**config.mk**
```make
export PLATFORM = sky130hd
export DESIGN_NAME = pipe_stage_elastic
export DESIGN_NICKNAME = d
export VERILOG_FILES = /design/src/rtl/pipe_pkg.sv /design/src/rtl/pipe_stage_elastic_sat_counter.sv /design/src/rtl/pipe_stage_elastic.sv
export SDC_FILE = /design/constraint.sdc
export NUM_CORES = 1
export LEC_CHECK = 0
export ABC_AREA = 1
export CAP_MARGIN = 20
export CORE_UTILIZATION = 51
export DETAILED_ROUTE_END_ITERATION = 7
export HOLD_SLACK_MARGIN = 0.1
export PLACE_DENSITY = 0.81
export SYNTH_ARGS = -nofsm -noshare
export SYNTH_HDL_FRONTEND = slang
export SYNTH_SLANG_ARGS = --single-unit
export TNS_END_PERCENT = 100
```
**constraint.sdc**
```tcl
create_clock -name clk -period 6.5 [get_ports clk]
set_clock_uncertainty 0.15 [all_clocks]
set_input_delay 1.95 -clock clk [delete_from_list [all_inputs] [get_ports clk]]
set_output_delay 1.95 -clock clk [all_outputs]
set_load 0.02 [all_outputs]
```
**src/rtl/pipe_pkg.sv**
```systemverilog
// Shared definitions for the elastic pipeline stages: per-boundary widths,
// occupancy encodings and control-bit field offsets used by stage wrappers.
package pipe_pkg;

  localparam int IFID_DATA_W  = 64;
  localparam int IFID_CTRL_W  = 4;
  localparam int IDEX_DATA_W  = 96;
  localparam int IDEX_CTRL_W  = 18;
  localparam int EXMEM_DATA_W = 48;
  localparam int EXMEM_CTRL_W = 14;
  localparam int MEMWB_DATA_W = 40;
  localparam int MEMWB_CTRL_W = 6;

  // State of the stage is simply how many entries it holds.
  typedef enum logic [1:0] {
    OCC_EMPTY = 2'd0,
    OCC_ONE   = 2'd1,
    OCC_FULL  = 2'd2
  } occ_e;

  // EX/MEM control-bit layout, shared so pack and unpack always agree.
  localparam int EXMEM_MEMREAD   = 0;
  localparam int EXMEM_MEMWRITE  = 1;
  localparam int EXMEM_REGWRITE  = 2;
  localparam int EXMEM_PUSH      = 3;
  localparam int EXMEM_POP       = 4;
  localparam int EXMEM_SHMNT_LSB = 5;
  localparam int EXMEM_SHMNT_W   = 5;
  localparam int EXMEM_RD_LSB    = 10;
  localparam int EXMEM_RD_W      = 4;

  // MEM/WB control-bit layout.
  localparam int MEMWB_REGWRITE  = 0;
  localparam int MEMWB_MEMTOREG  = 1;
  localparam int MEMWB_RD_LSB    = 2;
  localparam int MEMWB_RD_W      = 4;

endpackage

```
**src/rtl/pipe_stage_elastic_sat_counter.sv**
```systemverilog
// Saturating up-counter with enable and asynchronous clear; holds at all-ones.
module sat_counter #(
  parameter int CNT_W = 16
) (
  input  logic             clk,
  input  logic             rst,
  input  logic             en,
  output logic [CNT_W-1:0] cnt
);

  logic [CNT_W-1:0] cnt_q;
  logic [CNT_W-1:0] cnt_d;

  always_comb begin
    cnt_d = cnt_q;
    if (en && (cnt_q != '1)) cnt_d = cnt_q + CNT_W'(1);
  end

  // NOTE: state registers use non-blocking assignments so every flop samples pre-edge values.
  always_ff @(posedge clk or posedge rst) begin
    if (rst) cnt_q <= '0;
    else     cnt_q <= cnt_d;
  end

  assign cnt = cnt_q;

endmodule

```
**src/rtl/pipe_stage_elastic.sv**
```systemverilog
// Elastic two-entry (main + skid) pipeline register with valid/ready handshake,
// synchronous flush, bubble masking of control bits and a stall-cycle counter.
module pipe_stage_elastic
  import pipe_pkg::*;
#(
  parameter int DATA_W    = EXMEM_DATA_W,
  parameter int CTRL_W    = EXMEM_CTRL_W,
  parameter int CNT_W     = 16,
  parameter bit MASK_CTRL = 1'b1
) (
  input  logic              clk,
  input  logic              rst,
  input  logic              flush,
  input  logic              in_valid,
  output logic              in_ready,
  input  logic [DATA_W-1:0] in_data,
  input  logic [CTRL_W-1:0] in_ctrl,
  output logic              out_valid,
  input  logic              out_ready,
  output logic [DATA_W-1:0] out_data,
  output logic [CTRL_W-1:0] out_ctrl,
  output logic [CNT_W-1:0]  stall_cnt,
  output logic [1:0]        occupancy
);

  occ_e              state_q, state_d;
  logic [DATA_W-1:0] main_data_q, main_data_d;
  logic [CTRL_W-1:0] main_ctrl_q, main_ctrl_d;
  logic [DATA_W-1:0] skid_data_q, skid_data_d;
  logic [CTRL_W-1:0] skid_ctrl_q, skid_ctrl_d;

  logic in_xfer;
  logic out_xfer;

  assign in_xfer  = in_valid  & in_ready;
  assign out_xfer = out_valid & out_ready;

  // NOTE: payload registers are reset too, so out_data/out_ctrl read 0 straight out of reset.
  always_ff @(posedge clk or posedge rst) begin
    if (rst) begin
      state_q     <= OCC_EMPTY;
      main_data_q <= '0;
      main_ctrl_q <= '0;
      skid_data_q <= '0;
      skid_ctrl_q <= '0;
    end else begin
      state_q     <= state_d;
      main_data_q <= main_data_d;
      main_ctrl_q <= main_ctrl_d;
      skid_data_q <= skid_data_d;
      skid_ctrl_q <= skid_ctrl_d;
    end
  end

  // Flush only clears occupancy; held payloads go stale and are never exposed as valid.
  always_comb begin
    // NOTE: every signal driven here gets a default first, so no latch is inferred.
    state_d     = state_q;
    main_data_d = main_data_q;
    main_ctrl_d = main_ctrl_q;
    skid_data_d = skid_data_q;
    skid_ctrl_d = skid_ctrl_q;
    if (flush) begin
      state_d = OCC_EMPTY;
    end else begin
      unique case (state_q)
        OCC_EMPTY: begin
          if (in_xfer) begin
            main_data_d = in_data;
            main_ctrl_d = in_ctrl;
            state_d     = OCC_ONE;
          end
        end
        OCC_ONE: begin
          if (in_xfer && out_xfer) begin
            main_data_d = in_data;
            main_ctrl_d = in_ctrl;
          end else if (out_xfer) begin
            state_d = OCC_EMPTY;
          end else if (in_xfer) begin
            skid_data_d = in_data;
            skid_ctrl_d = in_ctrl;
            state_d     = OCC_FULL;
          end
        end
        OCC_FULL: begin
          if (out_xfer) begin
            main_data_d = skid_data_q;
            main_ctrl_d = skid_ctrl_q;
            state_d     = OCC_ONE;
          end
        end
        default: state_d = OCC_EMPTY;
      endcase
    end
  end

  // All handshake outputs derive from registered state only.
  always_comb begin
    in_ready  = (state_q != OCC_FULL);
    out_valid = (state_q != OCC_EMPTY);
    occupancy = state_q;
    out_data  = main_data_q;
    out_ctrl  = main_ctrl_q;
    if (MASK_CTRL && (state_q == OCC_EMPTY)) out_ctrl = '0;
  end

  sat_counter #(
    .CNT_W (CNT_W)
  ) u_stall_cnt (
    .clk (clk),
    .rst (rst),
    .en  (out_valid & ~out_ready & ~flush),
    .cnt (stall_cnt)
  );

endmodule

```
# --- Word level (Yosys, flattened, before mapping) ---
# Cells that the tools add are included.
word_totals:
  register_bits: 142
  latchBits: 0
  ramBits: 0
  mem_bits_ro: 0
  inputBits: 67
  word_cells: 50
  n_memories: 0
classes:
  n_addsub: 1
  multipliers: 0
  div_mod_pow: 0
  order_cmp: 0
  eq_ne: 11
  shifts: 0
  muxes: 16
  n_bitwise: 8
  reduce_logical: 8
ops:
  columns: ["operator", "count"]
  rows:
  - ["two-way mux 48 bit", 3]
  - ["one-hot mux 48 bit (3 select lines)", 1]
  - ["two-way mux 14 bit", 4]
  - ["one-hot mux 14 bit (3 select lines)", 1]
  - ["adder 16 x 1 -> 16 bit, second input constant", 1]
  - ["inequality test 16 bit, second input constant", 1]
  - ["two-way mux 2 bit", 6]
  - ["AND reduction 5 bit", 2]
  - ["inequality test 3 bit, second input constant", 3]
  - ["inequality test 2 bit, second input constant", 4]
  - ["one-hot mux 2 bit (3 select lines)", 1]
  - ["AND 1 bit", 4]
  - ["inequality test 4 bit, second input constant", 1]
  - ["inverter 1 bit", 4]
  - ["AND reduction 4 bit", 1]
  - ["nonzero test 3 bit", 1]
  - ["equality test 2 x 1 -> 1 bit, second input constant", 1]
  - ["equality test 2 bit, second input constant", 1]
  - ["logical AND 1 bit", 2]
  - ["zero test 2 bit", 1]
  - ["nonzero test 2 bit", 1]

# --- Longest topological paths before layout ---
logic_depth:
  ltp_word: 7
  depth_mapped: 9
  mapped_depth_nobuf: 9

# --- By module ---
# From an unflattened synthesis, not the netlist that was laid out.
unflattened:
  hier_cells: 803
  hier_area_um2: 6718.9
modules_own_cells:
  columns: ["module", "instances", "cells_per_inst", "area_each_um2", "seq_area_each_um2"]
  rows:
  - ["pipe_stage_elastic", 1, 653, 5649.2, 3153.0]
  - ["sat_counter", 1, 150, 1069.8, 400.4]

# --- Worst setup path after synthesis ---
# Ideal clock, no wire load.
synth_path:
  path_type: "reg2out"
  from: "register state_q[0] (netlist: occupancy[0])"
  to: "output port out_ctrl[10]"
  arrival_time_ns: 1.335
  t_required_ns: 4.400
  path_slack_ns: 3.065
  stages_incl_launch_ff: 4
  n_path_buf: 1
  path_cell_list: "dfrtp_1 nor2_2 clkbuf_1 nor2_1"
synth_via:
  elab_chain_len: 2
synth_lines:
  columns: ["item", "line_no", "source"]
  rows:
  - ["start: declaration", "pipe_stage_elastic.sv:26", "occ_e state_q, state_d;"]
  - ["start signal: assignment", "pipe_stage_elastic.sv:47", "state_q <= state_d;"]
  - ["zero test 2 bit", "pipe_stage_elastic.sv:105", "if (MASK_CTRL && (state_q == OCC_EMPTY)) out_ctrl = '0;"]
  - ["two-way mux 14 bit", "pipe_stage_elastic.sv:105", null]
  - ["end: declaration", "pipe_stage_elastic.sv:21", "output logic [CTRL_W-1:0] out_ctrl,"]
# No other way between the ends.

# --- Final worst setup path ---
layout_path:
  from: "register state_q[0] (netlist: occupancy[0])"
  to: "output port out_valid"
layout_via:
  elab_chain_len: 1
layout_lines:
  columns: ["item", "line_no", "source"]
  rows:
  - ["nonzero test 2 bit", "pipe_stage_elastic.sv:101", "out_valid = (state_q != OCC_EMPTY);"]
  - ["end: declaration", "pipe_stage_elastic.sv:18", "output logic out_valid,"]
# No other way between the ends.

==> flow_summary.json <==
{
  "dr.pass1.iters": 5,
  "clockBufferDepth": 2,
  "worstPathArrival_ns": 2.33,
  "synth_top_area_cell": "dfrtp_1",
  "crit_required_ns": 4.40,
  "yosysSeqAreaShare_pct": 53.77,
  "dp_cells": 1112,
  "grt_max_degree": 127,
  "startpoint_type": "flop",
  "antenna_found_initial": 0,
  "die_y_um": 115.8,
  "grt_util_all_layers_pct": 24.38,
  "netlist.area_leader.share_pct": 53.77,
  "fillers": 1015,
  "synthTopCellsByArea": "dfrtp_1, nand2_1, o21ai_0, inv_1, nor2_1",
  "gp_congestion": 0.7672,
  "r2r_start": "occupancy[0]",
  "rsz0062_at_grt": "no",
  "swShare_pct": 28.97,
  "synth-edff-count": 0,
  "min_path_cells": 2,
  "io-pin-count": 149,
  "p_per_area_nw_per_um2": 323.6,
  "drt_iter0_markers": 523,
  "route.detailed.drc": 0,
  "yosys_warnings": 0,
  "area_growth_pct": 33.26,
  "avgSynthCellArea_sq_um": 7.924,
  "report.final.slew_viol_count": 0,
  "dpl.hpwl_um": 9474,
  "ys_types": 28,
  "max_freq_ghz": 0.2257,
  "grt_pass1_wl_um": 25450,
  "clk_latency_ns": 0.41,
  "placement_rows": 41,
  "setup_viol_count_final": 0,
  "wl_um": 15300,
  "yosys_register_bits": 142,
  "routed-via-count": 5762,
  "detail-route-antenna-nets": 0,
  "die_area_sq_um": 13420,
  "rr_worst_depth": 5,
  "layout_commonest_cell": "nand2_1",
  "reg2reg_slack_ns": 3.53,
  "ys_async_sr_fraction_pct": 100.0,
  "port_buffers": 148,
  "die_x_um": 115.8,
  "pwr-share-seq_pct": 41.5,
  "max-vdd-ir-drop_mv": 0.1602,
  "nets": 1029,
  "grt_pass1_vias": 5465,
  "relSlewSlack_pct": 30.98,
  "crit_fanout": 17,
  "p_switching_mw": 0.8255,
  "core_region_area_sq_um": 12620,
  "power_frac_comb_pct": 23.2,
  "netlist_area_sq_um": 6609,
  "wl_per_cell_um": 13.35,
  "routed_via_density": 5.028,
  "instances_no_fill": 1146,
  "critical_path_class": "flop to output port",
  "place_area_sq_um": 8133,
  "ctsHoldBuffers": 0,
  "timing.rr.end": "main_ctrl_q[2]",
  "path_clk_slew_ns": 0.06,
  "yosys_most_used_dff": "dfrtp_1",
  "hold_viol": 0,
  "layout_common_cells": "nand2_1, clkdlybuf4s50_1, dfrtp_1, o21ai_0, inv_1",
  "cts_root_buf": "clkbuf_16",
  "holdPathEnd": "skid_ctrl_q[5]",
  "htree_levels": 4,
  "grt-ovfl-total": 0,
  "cts.sinks": 142,
  "status": "finished clean",
  "setup_tns_ns": 0,
  "p_int_mw": 2.024,
  "synth_fp_nets": 902,
  "timing.final.crit_share_pct": 68.16,
  "hold_path.class": "flop to flop",
  "fin_crit_ns": 4.431,
  "post_cts_resized": 0,
  "hold_path.startpoint": "skid_ctrl_q[5]",
  "layout-drive-gt1-share_pct": 4.928,
  "post_cts_buffers": 0,
  "cts_tree": "done",
  "stdcell_area_sq_um": 8807,
  "diodes": 0,
  "pwr-share-clk_pct": 35.2,
  "end_kind": "output port",
  "cp-startpoint": "occupancy[0]",
  "numCtsBuffers": 17,
  "syn_inst": 834,
  "tightest_slew_ns": 1.035,
  "max-cap-violations": 0,
  "p_leak_nw": 4.312,
  "start_util_pct": 52.37
}
[sequential cells by signal, indices dropped and copies added, names as in the netlist]
signal / count
u_stall_cnt.cnt: 16
main_ctrl_q: 14
skid_ctrl_q: 14
occupancy: 2
skid_data_q: 48
out_data: 48
[per-layer routing]
metal	routed length, um	GRT usage, %	share of wire (%)	up-vias
li1	-	-	-	2881
met3	935	5.178	6.1	25
met4	225	9.145	1.5	0
met5	0	0	0	-
met2	7171	39.33	47	173
met1	6965	32.53	46	2683
[stage by stage]
stage	util (%)	power [mW]	setup slack, ns	hold WS, ns
2_1_floorplan	-	1.559	0.5904	0.2979
3_3_place_gp	64.45	1.829	1.818	0.3129
3_5_place_dp	64.45	1.856	1.757	0.3242
4_1_cts	69.35	2.867	2.028	0.3384
5_1_grt	69.79	3.004	1.898	0.3619
6_report	69.79	2.850	2.069	0.3370
[critical path: stages, from the launching register on]
cell,delay [ns]
dfrtp_1,0.46
nor2_2,0.68
inv_1,0.19
clkdlybuf4s50_1,0.59
[power by group through the flow]
stage	clock network, mW	logic (mW)	registers (mW)
after floorplan	0	0.290	1.27
after global placement	0	0.641	1.19
after detailed placement	0	0.659	1.20
after CTS	1.02	0.663	1.18
after global routing	1.06	0.740	1.20
final	1.00	0.661	1.18
[kinds of logic (layout without fill, tap and decap cells)]
kind of cell,Yosys count,after routing,synth area share [%]
AOI/OAI and AO/OA,195,195,15.43
xor gates and xnor gates,7,7,0.9277
adders and majority gates,1,1,0.1893
buffers and inverters,139,279,8.557
DFF,142,142,53.77
and+or+nand+nor,350,350,21.13
[worst max-delay path by stage]
stage,to,slack (ns),cells after the start
2_1_floorplan,main_ctrl_q[0],0.59,1
3_3_place_gp,main_ctrl_q[6],1.82,7
3_5_place_dp,main_ctrl_q[2],1.76,7
4_1_cts,out_valid,2.03,3
5_1_grt,main_ctrl_q[1],1.90,6
6_report,out_valid,2.07,3
[cell usage after synthesis (3+ instances only)]
cell type,instances
xnor2_1,7
o211ai_1,9
o21a_1,3
o21ai_0,130
nand4_1,6
buf_2,16
clkbuf_1,21
a21oi_1,51
dfrtp_1,142
nor2_1,82
buf_1,3
inv_1,92
nand3_1,9
nand2_1,245
[layout make-up]
cell class	count	area (sq um)	share of cell area [%]
flip-flops and latches	142	3553	40.35
inverters	94	357.8	4.063
clock inverters	10	135.1	1.534
clock buffers	22	484.2	5.498
well taps	172	215.2	2.444
multi-input cells	553	2502	28.41
repair buffers	153	1559	17.70
(Power assumes the default switching activity.)
